File: config.mk
export PLATFORM = sky130hd
export DESIGN_NAME = esc_seq_tracker_flat
export DESIGN_NICKNAME = d
export VERILOG_FILES = /design/src/rtl/esc_seq_tracker_if.sv /design/src/rtl/esc_seq_tracker.sv /design/src/flat_wrapper.sv
export SDC_FILE = /design/constraint.sdc
export NUM_CORES = 1
export LEC_CHECK = 0
export CAP_MARGIN = 40
export CORE_MARGIN = 1.5
export CORE_UTILIZATION = 49
export CTS_CLUSTER_SIZE = 20
export DETAILED_ROUTE_END_ITERATION = 6
export HOLD_SLACK_MARGIN = 0.02
export PLACE_DENSITY = 0.86
export SLEW_MARGIN = 0
export SYNTH_ARGS = -nofsm -noshare
export SYNTH_HDL_FRONTEND = slang
export SYNTH_SLANG_ARGS = --single-unit
File: constraint.sdc
create_clock -name clk -period 2.17 [get_ports clk]
set_clock_uncertainty 0.15 [all_clocks]
set_input_delay 0.3255 -clock clk [delete_from_list [all_inputs] [get_ports clk]]
set_output_delay 0.3255 -clock clk [all_outputs]
set_load 0.005 [all_outputs]
File: src/rtl/esc_seq_tracker_if.sv
// Byte-stream interface for the escape-sequence tracker: raw bytes in,
// delayed bytes plus thermometer stage flags and sequence pulses out.
interface esc_seq_tracker_if;
  logic       in_valid;
  logic [7:0] in_byte;
  logic       out_valid;
  logic [7:0] byte_out;
  logic       ESC1;
  logic       ESC2;
  logic       ESC3;
  logic       seq_end;
  logic       seq_abort;

  // Producer side: drives raw bytes, observes the tracker outputs.
  modport master (
    output in_valid, in_byte,
    input  out_valid, byte_out, ESC1, ESC2, ESC3, seq_end, seq_abort
  );

  // Tracker side.
  modport slave (
    input  in_valid, in_byte,
    output out_valid, byte_out, ESC1, ESC2, ESC3, seq_end, seq_abort
  );
endinterface

File: src/rtl/esc_seq_tracker.sv
// Escape-sequence tracker: follows ESC / CSI / parameter / final progress of
// an 8-bit terminal stream and re-emits each byte one cycle later with
// thermometer stage flags and end/abort pulses, including an inactivity
// timeout while a sequence is open.
module esc_seq_tracker #(
  parameter int TIMEOUT_CYCLES = 16,
  parameter int MAX_PARAM_LEN  = 8,
  parameter int CNT_W          = 5
) (
  input  logic               clk,
  input  logic               rst_n,
  esc_seq_tracker_if.slave   bus
);

  typedef enum logic [1:0] {
    ST_IDLE  = 2'd0,
    ST_ESC   = 2'd1,
    ST_CSI   = 2'd2,
    ST_PARAM = 2'd3
  } state_e;

  localparam logic [CNT_W-1:0] TO_LAST   = CNT_W'(TIMEOUT_CYCLES - 1);
  localparam logic [CNT_W-1:0] PARAM_MAX = CNT_W'(MAX_PARAM_LEN);

  function automatic logic is_final(input logic [7:0] b);
    return (b >= 8'h40) && (b <= 8'h7E);
  endfunction

  function automatic logic is_param(input logic [7:0] b);
    return ((b >= 8'h30) && (b <= 8'h39)) || (b == 8'h3B);
  endfunction

  function automatic logic is_print(input logic [7:0] b);
    return (b >= 8'h20) && (b <= 8'h7E);
  endfunction

  state_e           state_q, state_d;
  logic [CNT_W-1:0] param_len_q, param_len_d;
  logic [CNT_W-1:0] idle_cnt_q, idle_cnt_d;
  logic             out_valid_q, out_valid_d;
  logic [7:0]       byte_q, byte_d;
  logic             esc1_q, esc1_d;
  logic             esc2_q, esc2_d;
  logic             esc3_q, esc3_d;
  logic             seq_end_q, seq_end_d;
  logic             seq_abort_q, seq_abort_d;

  // Next-state, counter and registered-output computation.
  always_comb begin
    state_d     = state_q;
    param_len_d = param_len_q;
    idle_cnt_d  = idle_cnt_q;
    out_valid_d = bus.in_valid;
    byte_d      = byte_q;
    esc1_d      = esc1_q;
    esc2_d      = esc2_q;
    esc3_d      = esc3_q;
    seq_end_d   = 1'b0;
    seq_abort_d = 1'b0;

    if (bus.in_valid) begin
      idle_cnt_d = {CNT_W{1'b0}};
      byte_d     = bus.in_byte;
      // Flags report the stage the byte arrived in, before it is consumed.
      esc1_d     = (state_q != ST_IDLE);
      esc2_d     = (state_q == ST_CSI) || (state_q == ST_PARAM);
      esc3_d     = (state_q == ST_PARAM);
      case (state_q)
        ST_IDLE: begin
          if (bus.in_byte == 8'h1B) begin
            state_d = ST_ESC;
          end else begin
            state_d = ST_IDLE;
          end
        end
        ST_ESC: begin
          if (bus.in_byte == 8'h5B) begin
            state_d = ST_CSI;
          end else if (bus.in_byte == 8'h1B) begin
            state_d = ST_ESC;
          end else if (is_print(bus.in_byte)) begin
            state_d   = ST_IDLE;
            seq_end_d = 1'b1;
          end else begin
            state_d     = ST_IDLE;
            seq_abort_d = 1'b1;
          end
        end
        ST_CSI, ST_PARAM: begin
          if (is_param(bus.in_byte)) begin
            if ((state_q == ST_CSI) || (param_len_q < PARAM_MAX)) begin
              state_d     = ST_PARAM;
              param_len_d = param_len_q + CNT_W'(1);
            end else begin
              state_d     = ST_IDLE;
              seq_abort_d = 1'b1;
            end
          end else if (is_final(bus.in_byte)) begin
            state_d   = ST_IDLE;
            seq_end_d = 1'b1;
          end else if (bus.in_byte == 8'h1B) begin
            state_d     = ST_ESC;
            seq_abort_d = 1'b1;
          end else begin
            state_d     = ST_IDLE;
            seq_abort_d = 1'b1;
          end
        end
        default: begin
          state_d = ST_IDLE;
        end
      endcase
    end else if (state_q != ST_IDLE) begin
      // Silence inside an open sequence: abort once the budget is used up.
      if (idle_cnt_q == TO_LAST) begin
        state_d     = ST_IDLE;
        seq_abort_d = 1'b1;
        idle_cnt_d  = {CNT_W{1'b0}};
      end else begin
        idle_cnt_d = idle_cnt_q + CNT_W'(1);
      end
    end else begin
      idle_cnt_d = {CNT_W{1'b0}};
    end

    // The parameter count only has meaning while in the parameter phase.
    if (state_d != ST_PARAM) begin
      param_len_d = {CNT_W{1'b0}};
    end else begin
      param_len_d = param_len_d;
    end
  end

  // State, counters and output registers.
  always_ff @(posedge clk or negedge rst_n) begin
    if (!rst_n) begin
      state_q     <= ST_IDLE;
      param_len_q <= {CNT_W{1'b0}};
      idle_cnt_q  <= {CNT_W{1'b0}};
      out_valid_q <= 1'b0;
      byte_q      <= 8'h00;
      esc1_q      <= 1'b0;
      esc2_q      <= 1'b0;
      esc3_q      <= 1'b0;
      seq_end_q   <= 1'b0;
      seq_abort_q <= 1'b0;
    end else begin
      state_q     <= state_d;
      param_len_q <= param_len_d;
      idle_cnt_q  <= idle_cnt_d;
      out_valid_q <= out_valid_d;
      byte_q      <= byte_d;
      esc1_q      <= esc1_d;
      esc2_q      <= esc2_d;
      esc3_q      <= esc3_d;
      seq_end_q   <= seq_end_d;
      seq_abort_q <= seq_abort_d;
    end
  end

  assign bus.out_valid = out_valid_q;
  assign bus.byte_out  = byte_q;
  assign bus.ESC1      = esc1_q;
  assign bus.ESC2      = esc2_q;
  assign bus.ESC3      = esc3_q;
  assign bus.seq_end   = seq_end_q;
  assign bus.seq_abort = seq_abort_q;

endmodule
File: src/flat_wrapper.sv
// flat-port wrapper written by rule: the top's interface ports become plain ports
module esc_seq_tracker_flat 
#(
  parameter int TIMEOUT_CYCLES = 16,
  parameter int MAX_PARAM_LEN  = 8,
  parameter int CNT_W          = 5
)
  (clk, rst_n, bus_in_valid, bus_in_byte, bus_out_valid, bus_byte_out, bus_ESC1, bus_ESC2, bus_ESC3, bus_seq_end, bus_seq_abort);
  esc_seq_tracker_if bus_i ();
  input  logic clk;
  input  logic rst_n;
  input wire logic [$bits(bus_i.in_valid)-1:0] bus_in_valid;
  input wire logic [$bits(bus_i.in_byte)-1:0] bus_in_byte;
  output wire logic [$bits(bus_i.out_valid)-1:0] bus_out_valid;
  output wire logic [$bits(bus_i.byte_out)-1:0] bus_byte_out;
  output wire logic [$bits(bus_i.ESC1)-1:0] bus_ESC1;
  output wire logic [$bits(bus_i.ESC2)-1:0] bus_ESC2;
  output wire logic [$bits(bus_i.ESC3)-1:0] bus_ESC3;
  output wire logic [$bits(bus_i.seq_end)-1:0] bus_seq_end;
  output wire logic [$bits(bus_i.seq_abort)-1:0] bus_seq_abort;
  assign bus_i.in_valid = bus_in_valid;
  assign bus_i.in_byte = bus_in_byte;
  assign bus_out_valid = bus_i.out_valid;
  assign bus_byte_out = bus_i.byte_out;
  assign bus_ESC1 = bus_i.ESC1;
  assign bus_ESC2 = bus_i.ESC2;
  assign bus_ESC3 = bus_i.ESC3;
  assign bus_seq_end = bus_i.seq_end;
  assign bus_seq_abort = bus_i.seq_abort;
  esc_seq_tracker #(.TIMEOUT_CYCLES(TIMEOUT_CYCLES), .MAX_PARAM_LEN(MAX_PARAM_LEN), .CNT_W(CNT_W)) u_core (.clk(clk), .rst_n(rst_n), .bus(bus_i));
endmodule
# Word level (Yosys, flattened, before mapping)
# Cells that the tools add are included.
# totals
out_inout_bits	14
ff_bits	26
elab_cells	74
# classes
n_addsub	2
reduce_logical	14
order_cmp	6
mux	34
eq_ne	8
# op_table
cell	n
5-bit 2-to-1 mux	8
1-bit 2-to-1 mux	17
8-bit by 6-bit >= comparator with 1-bit output, second input constant	2
2-bit 2-to-1 mux	6
5-bit by 1-bit adder with 5-bit output, second input constant	2
2-bit nonzero test	5
8-bit by 5-bit == test with 1-bit output, second input constant	1
8-bit by 6-bit == test with 1-bit output, second input constant	1
8-bit by 7-bit == test with 1-bit output, second input constant	1
8-bit by 7-bit >= comparator with 1-bit output, second input constant	1
8-bit by 6-bit <= comparator with 1-bit output, second input constant	1
8-bit by 7-bit <= comparator with 1-bit output, second input constant	1
2-bit case mux with 3 select lines	1
5-bit by 4-bit == test with 1-bit output, second input constant	1
5-bit by 4-bit < comparator with 1-bit output, second input constant	1
2-bit == test, second input constant	2
1-bit case mux with 2 select lines	2
4-bit AND reduction	1
1-bit logical AND	3
1-bit logical OR	3
2-bit by 1-bit == test with 1-bit output, second input constant	1
2-bit logical NOT	1
2-bit inequality test, second input constant	1
2-bit OR reduction	1

# Longest topological paths before layout
# logic_depth
depth_word	9
mapped_depth	6

# Worst setup path before layout
# No wires, ideal clock.
# synth_path
path_kind	register to register
startpoint	register u_core.idle_cnt_q[0]
endpoint	register u_core.param_len_q[1]
required_time_ns	1.899
slack_ns	0.521
stages_incl_launch_ff	7
setup_time_ns	0.121
path_buffers	0
t_arrival_ns	1.378
cell_sequence	dfrtp_1 > ha_1 > nand4b_1 > nand3b_1 > nand2_1 > or2_1 > a32o_2
# synth_via
elab_chain_cells	7
word_cells_on_any_way	11
classes_between	eq/ne (2); mux (4); reduce/logical (5)
# synth_lines
item	line_no	source
start: declaration	esc_seq_tracker.sv:39	logic [CNT_W-1:0] idle_cnt_q, idle_cnt_d;
start signal: assignment	esc_seq_tracker.sv:139	idle_cnt_q <= {CNT_W{1'b0}};
start signal: assignment	esc_seq_tracker.sv:150	idle_cnt_q <= idle_cnt_d;
5-bit by 4-bit == test with 1-bit output *	esc_seq_tracker.sv:115	if (idle_cnt_q == TO_LAST) begin
2-bit 2-to-1 mux *	esc_seq_tracker.sv:115	
2-bit 2-to-1 mux *	esc_seq_tracker.sv:113	end else if (state_q != ST_IDLE) begin
2-bit 2-to-1 mux *	esc_seq_tracker.sv:61	if (bus.in_valid) begin
named net u_core.state_d[1]	esc_seq_tracker.sv:37	state_e state_q, state_d;
2-bit inequality test *	esc_seq_tracker.sv:127	if (state_d != ST_PARAM) begin
2-bit nonzero test (no line)	--	
4-bit AND reduction (no line)	--	
end signal: assignment	esc_seq_tracker.sv:138	param_len_q <= {CNT_W{1'b0}};
end signal: assignment	esc_seq_tracker.sv:149	param_len_q <= param_len_d;
end: declaration	esc_seq_tracker.sv:38	logic [CNT_W-1:0] param_len_q, param_len_d;
# The timed path passes the listed nets; every way through them passes the cells marked *.
# A chain may end at the register's enable or synchronous reset.

# Worst setup path after layout
# Same ends and word-level chain as after synthesis.

==> results.toml <==
[status]
status = "finished clean"

[timing]
hold_violations = 0
fin_crit_sh_pct = 88.1
rsz0062_at_grt = "no"
finalSetupTns_ns = 0
report.final.setup_viol = 0
fin_hold_ws_ns = 0.200
tightest_slew_ns = 0.359
drv_slew = 0
setup_ws_ns = 0.259
max_freq_mhz = 523
period_minus_slack_ns = 1.91
max_slew_margin_pct = 75.9

[detailed_routing]
vias_per_cell = 5.76
first_pass_iters = 4
wirelength_um = 2760
post_drt_wl_per_cell_um = 15.3
vias = 1036
drt_iter0_drc = 29
drc = 0
antenna_left = 0

[floorplan]
die_h_um = 53.5
initial_utilization_pct = 51.3
fp-row-count = 18
io_pins = 25
die_w_um = 53.5
dieArea_mm2 = 0.00286
fp.coreArea_mm2 = 0.00243

[clocking]
htree_levels = 1
clk_path_buf_depth = 2
clk_latency_ns = 0.32
ctsHoldBuffers = 0
cts.clk_slew.worst_paths_ns = 0.14
cts_tree = "yes"
cts_setup_buffers = 0
cts_root_buf = "clkbuf_4"
cts_buffers = 3
cts.repair.resized = 0
cts_sinks = 26

[synth]
ys.flop_type = "dfrtp_1"
yosysUniqueCellTypes = 39
yosysMostFrequentCell = "dfrtp_1"
synthesis.area_mm2 = 0.00125
synth_edf_count = 0
synth_warnings = 0
ys_ff_latch = 26
synthTopCellsByCount = "dfrtp_1 (26), nor2_1 (13), nand2_1 (10)"
async_flop_share_pct = 100
syn_inst = 118
synth_top_cell_by_area = "dfrtp_1"
synth_area_per_cell_um2 = 10.6
synth_top_area_share_pct = 52.2
synth_nets = 131
ys_seq_area_share_pct = 52.2
synth_area_leaders = "dfrtp_1 (52%), mux2_2 (7.2%), nor2_1 (3.9%)"

[layout]
area_delta_synth_final_pct = 29.5
multi_input_area_um2 = 567
design_area_mm2 = 0.00162
seqCellArea_um2 = 651
num-fill-cells = 192
nNetsFinal = 164
antenna_cells = 0
drive_gt1_share_pct = 18.0

[grt]
track_usage_pct = 22.2
grt_pass1_vias = 996
grt-ovfl-total = 0
grt_pass1_wl_um = 4530
grt_max_degree = 27
antenna_found_initial = 0

[pwr]
p_per_area_mw_per_mm2 = 592
peakVddDrop_mv = 0.376
p_leak_nw = 0.704

[place]
dpl-instance-area_mm2 = 0.00156
gp_congestion = 0.901
dpl_worst_slack_ns = 0.0189
hpwl_um = 2070
port_buffers = 24

[critical_path]
crit_family = "simple AND/OR/NAND/NOR gates"
crit_path_max_incr_delay_ns = 0.40
cp.required_ns = 2.24
worst-setup-path-type = "reg2reg"
critical_path.slowest_cell = "dfrtp_1"
path_max_fanout = 4
crit_chain = "ha_1, nand4b_1, nand3b_1, nand2_1, or2_1, a32o_2"
cp.arrival_ns = 1.98
critPathLaunchType = "flop"
worst-path-buf-inv = 0
cp-end-kind = "flop"

[min_path]
hold_class = "in2async"

[job]
maxCapViolCount = 0
power by group:
| group | switching [mW] | internal, mW |
|---|---|---|
| registers | 0.00849 | 0.502 |
| logic | 0.0468 | 0.0701 |
| clock network | 0.143 | 0.187 |
logic make-up after synthesis:
family,share of synthesized area [%]
flops,52.2
xor+xnor,1.40
compound gates,9.73
buf+inv,2.41
simple gates,24.3
mux,8.02
fa+ha+maj,2.01
worst register-to-register path, cell delays in order (launching register included):
cell and delay (ns):
dfrtp_1 0.40, ha_1 0.22, nand4b_1 0.19, nand3b_1 0.19, nand2_1 0.14, or2_1 0.27
a32o_2 0.27
per-stage QoR:
stage	power (mW)	utilization [%]	std cells
4_1_cts	0.965	66.4	180
3_5_place_dp	0.638	64.2	176
2_1_floorplan	0.553	-	118
6_report	0.956	66.4	180
5_1_grt	0.994	66.4	180
3_3_place_gp	0.634	64.2	176
flip-flops by register name, indices dropped and copies added, names as in the netlist:
register,flops
u_core.bus.ESC2,1
u_core.bus.seq_abort,1
u_core.param_len_q,5
u_core.bus.out_valid,1
u_core.bus.ESC1,1
u_core.bus.byte_out,8
u_core.bus.seq_end,1
u_core.idle_cnt_q,5
u_core.state_q,2
u_core.bus.ESC3,1
area by class of cell:
type,count,area share (%)
Sequential cell,26,40.3
Tap cell,30,2.32
Timing Repair Buffer,31,18.1
Clock buffer,3,1.39
Inverter,4,0.930
Multi-Input combinational cell,85,35.1
Clock inverter,1,1.86
layout by cell type (no fill, tap or decap), types with 2 or more instances in the layout:
cell type | Yosys | layout
o211ai_1 | 3 | 3
mux2_2 | 8 | 8
ha_1 | 2 | 2
a21oi_1 | 4 | 4
clkdlybuf4s50_1 | 0 | 24
dfrtp_1 | 26 | 26
nor3_1 | 2 | 2
nor2_1 | 13 | 13
nand4_1 | 4 | 4
nand2_1 | 10 | 10
buf_4 | 0 | 7
nand3b_1 | 2 | 2
o21ai_0 | 4 | 4
nand3_1 | 9 | 9
inv_1 | 4 | 4
clkbuf_4 | 0 | 3
final timing paths:
| check | startpoint | to | slack [ns] | cells past startpoint |
|---|---|---|---|---|
| max in group asynchronous | rst_n | u_core.idle_cnt_q[4] | 1.42 | 2 |
| max | u_core.idle_cnt_q[0] | u_core.param_len_q[1] | 0.26 | 6 |
| min in group clk | u_core.idle_cnt_q[0] | u_core.idle_cnt_q[0] | 0.33 | 1 |
| min | rst_n | u_core.bus.byte_out[7] | 0.20 | 2 |
| min reg2reg | u_core.idle_cnt_q[0] | u_core.idle_cnt_q[0] | 0.33 | 1 |
| max reg2reg | u_core.idle_cnt_q[0] | u_core.param_len_q[1] | 0.26 | 6 |
per-layer routing:
layer | track usage, % | part of all wire, % | vias to the layer above
li1 | - | - | 493
met1 | 26.3 | 41 | 497
met2 | 40.7 | 52 | 42
met3 | 3.67 | 6.2 | 4
met4 | 5.98 | 0.51 | 0
met5 | 0 | 0 | -
Note: power is estimated with default switching activity, not from simulation.
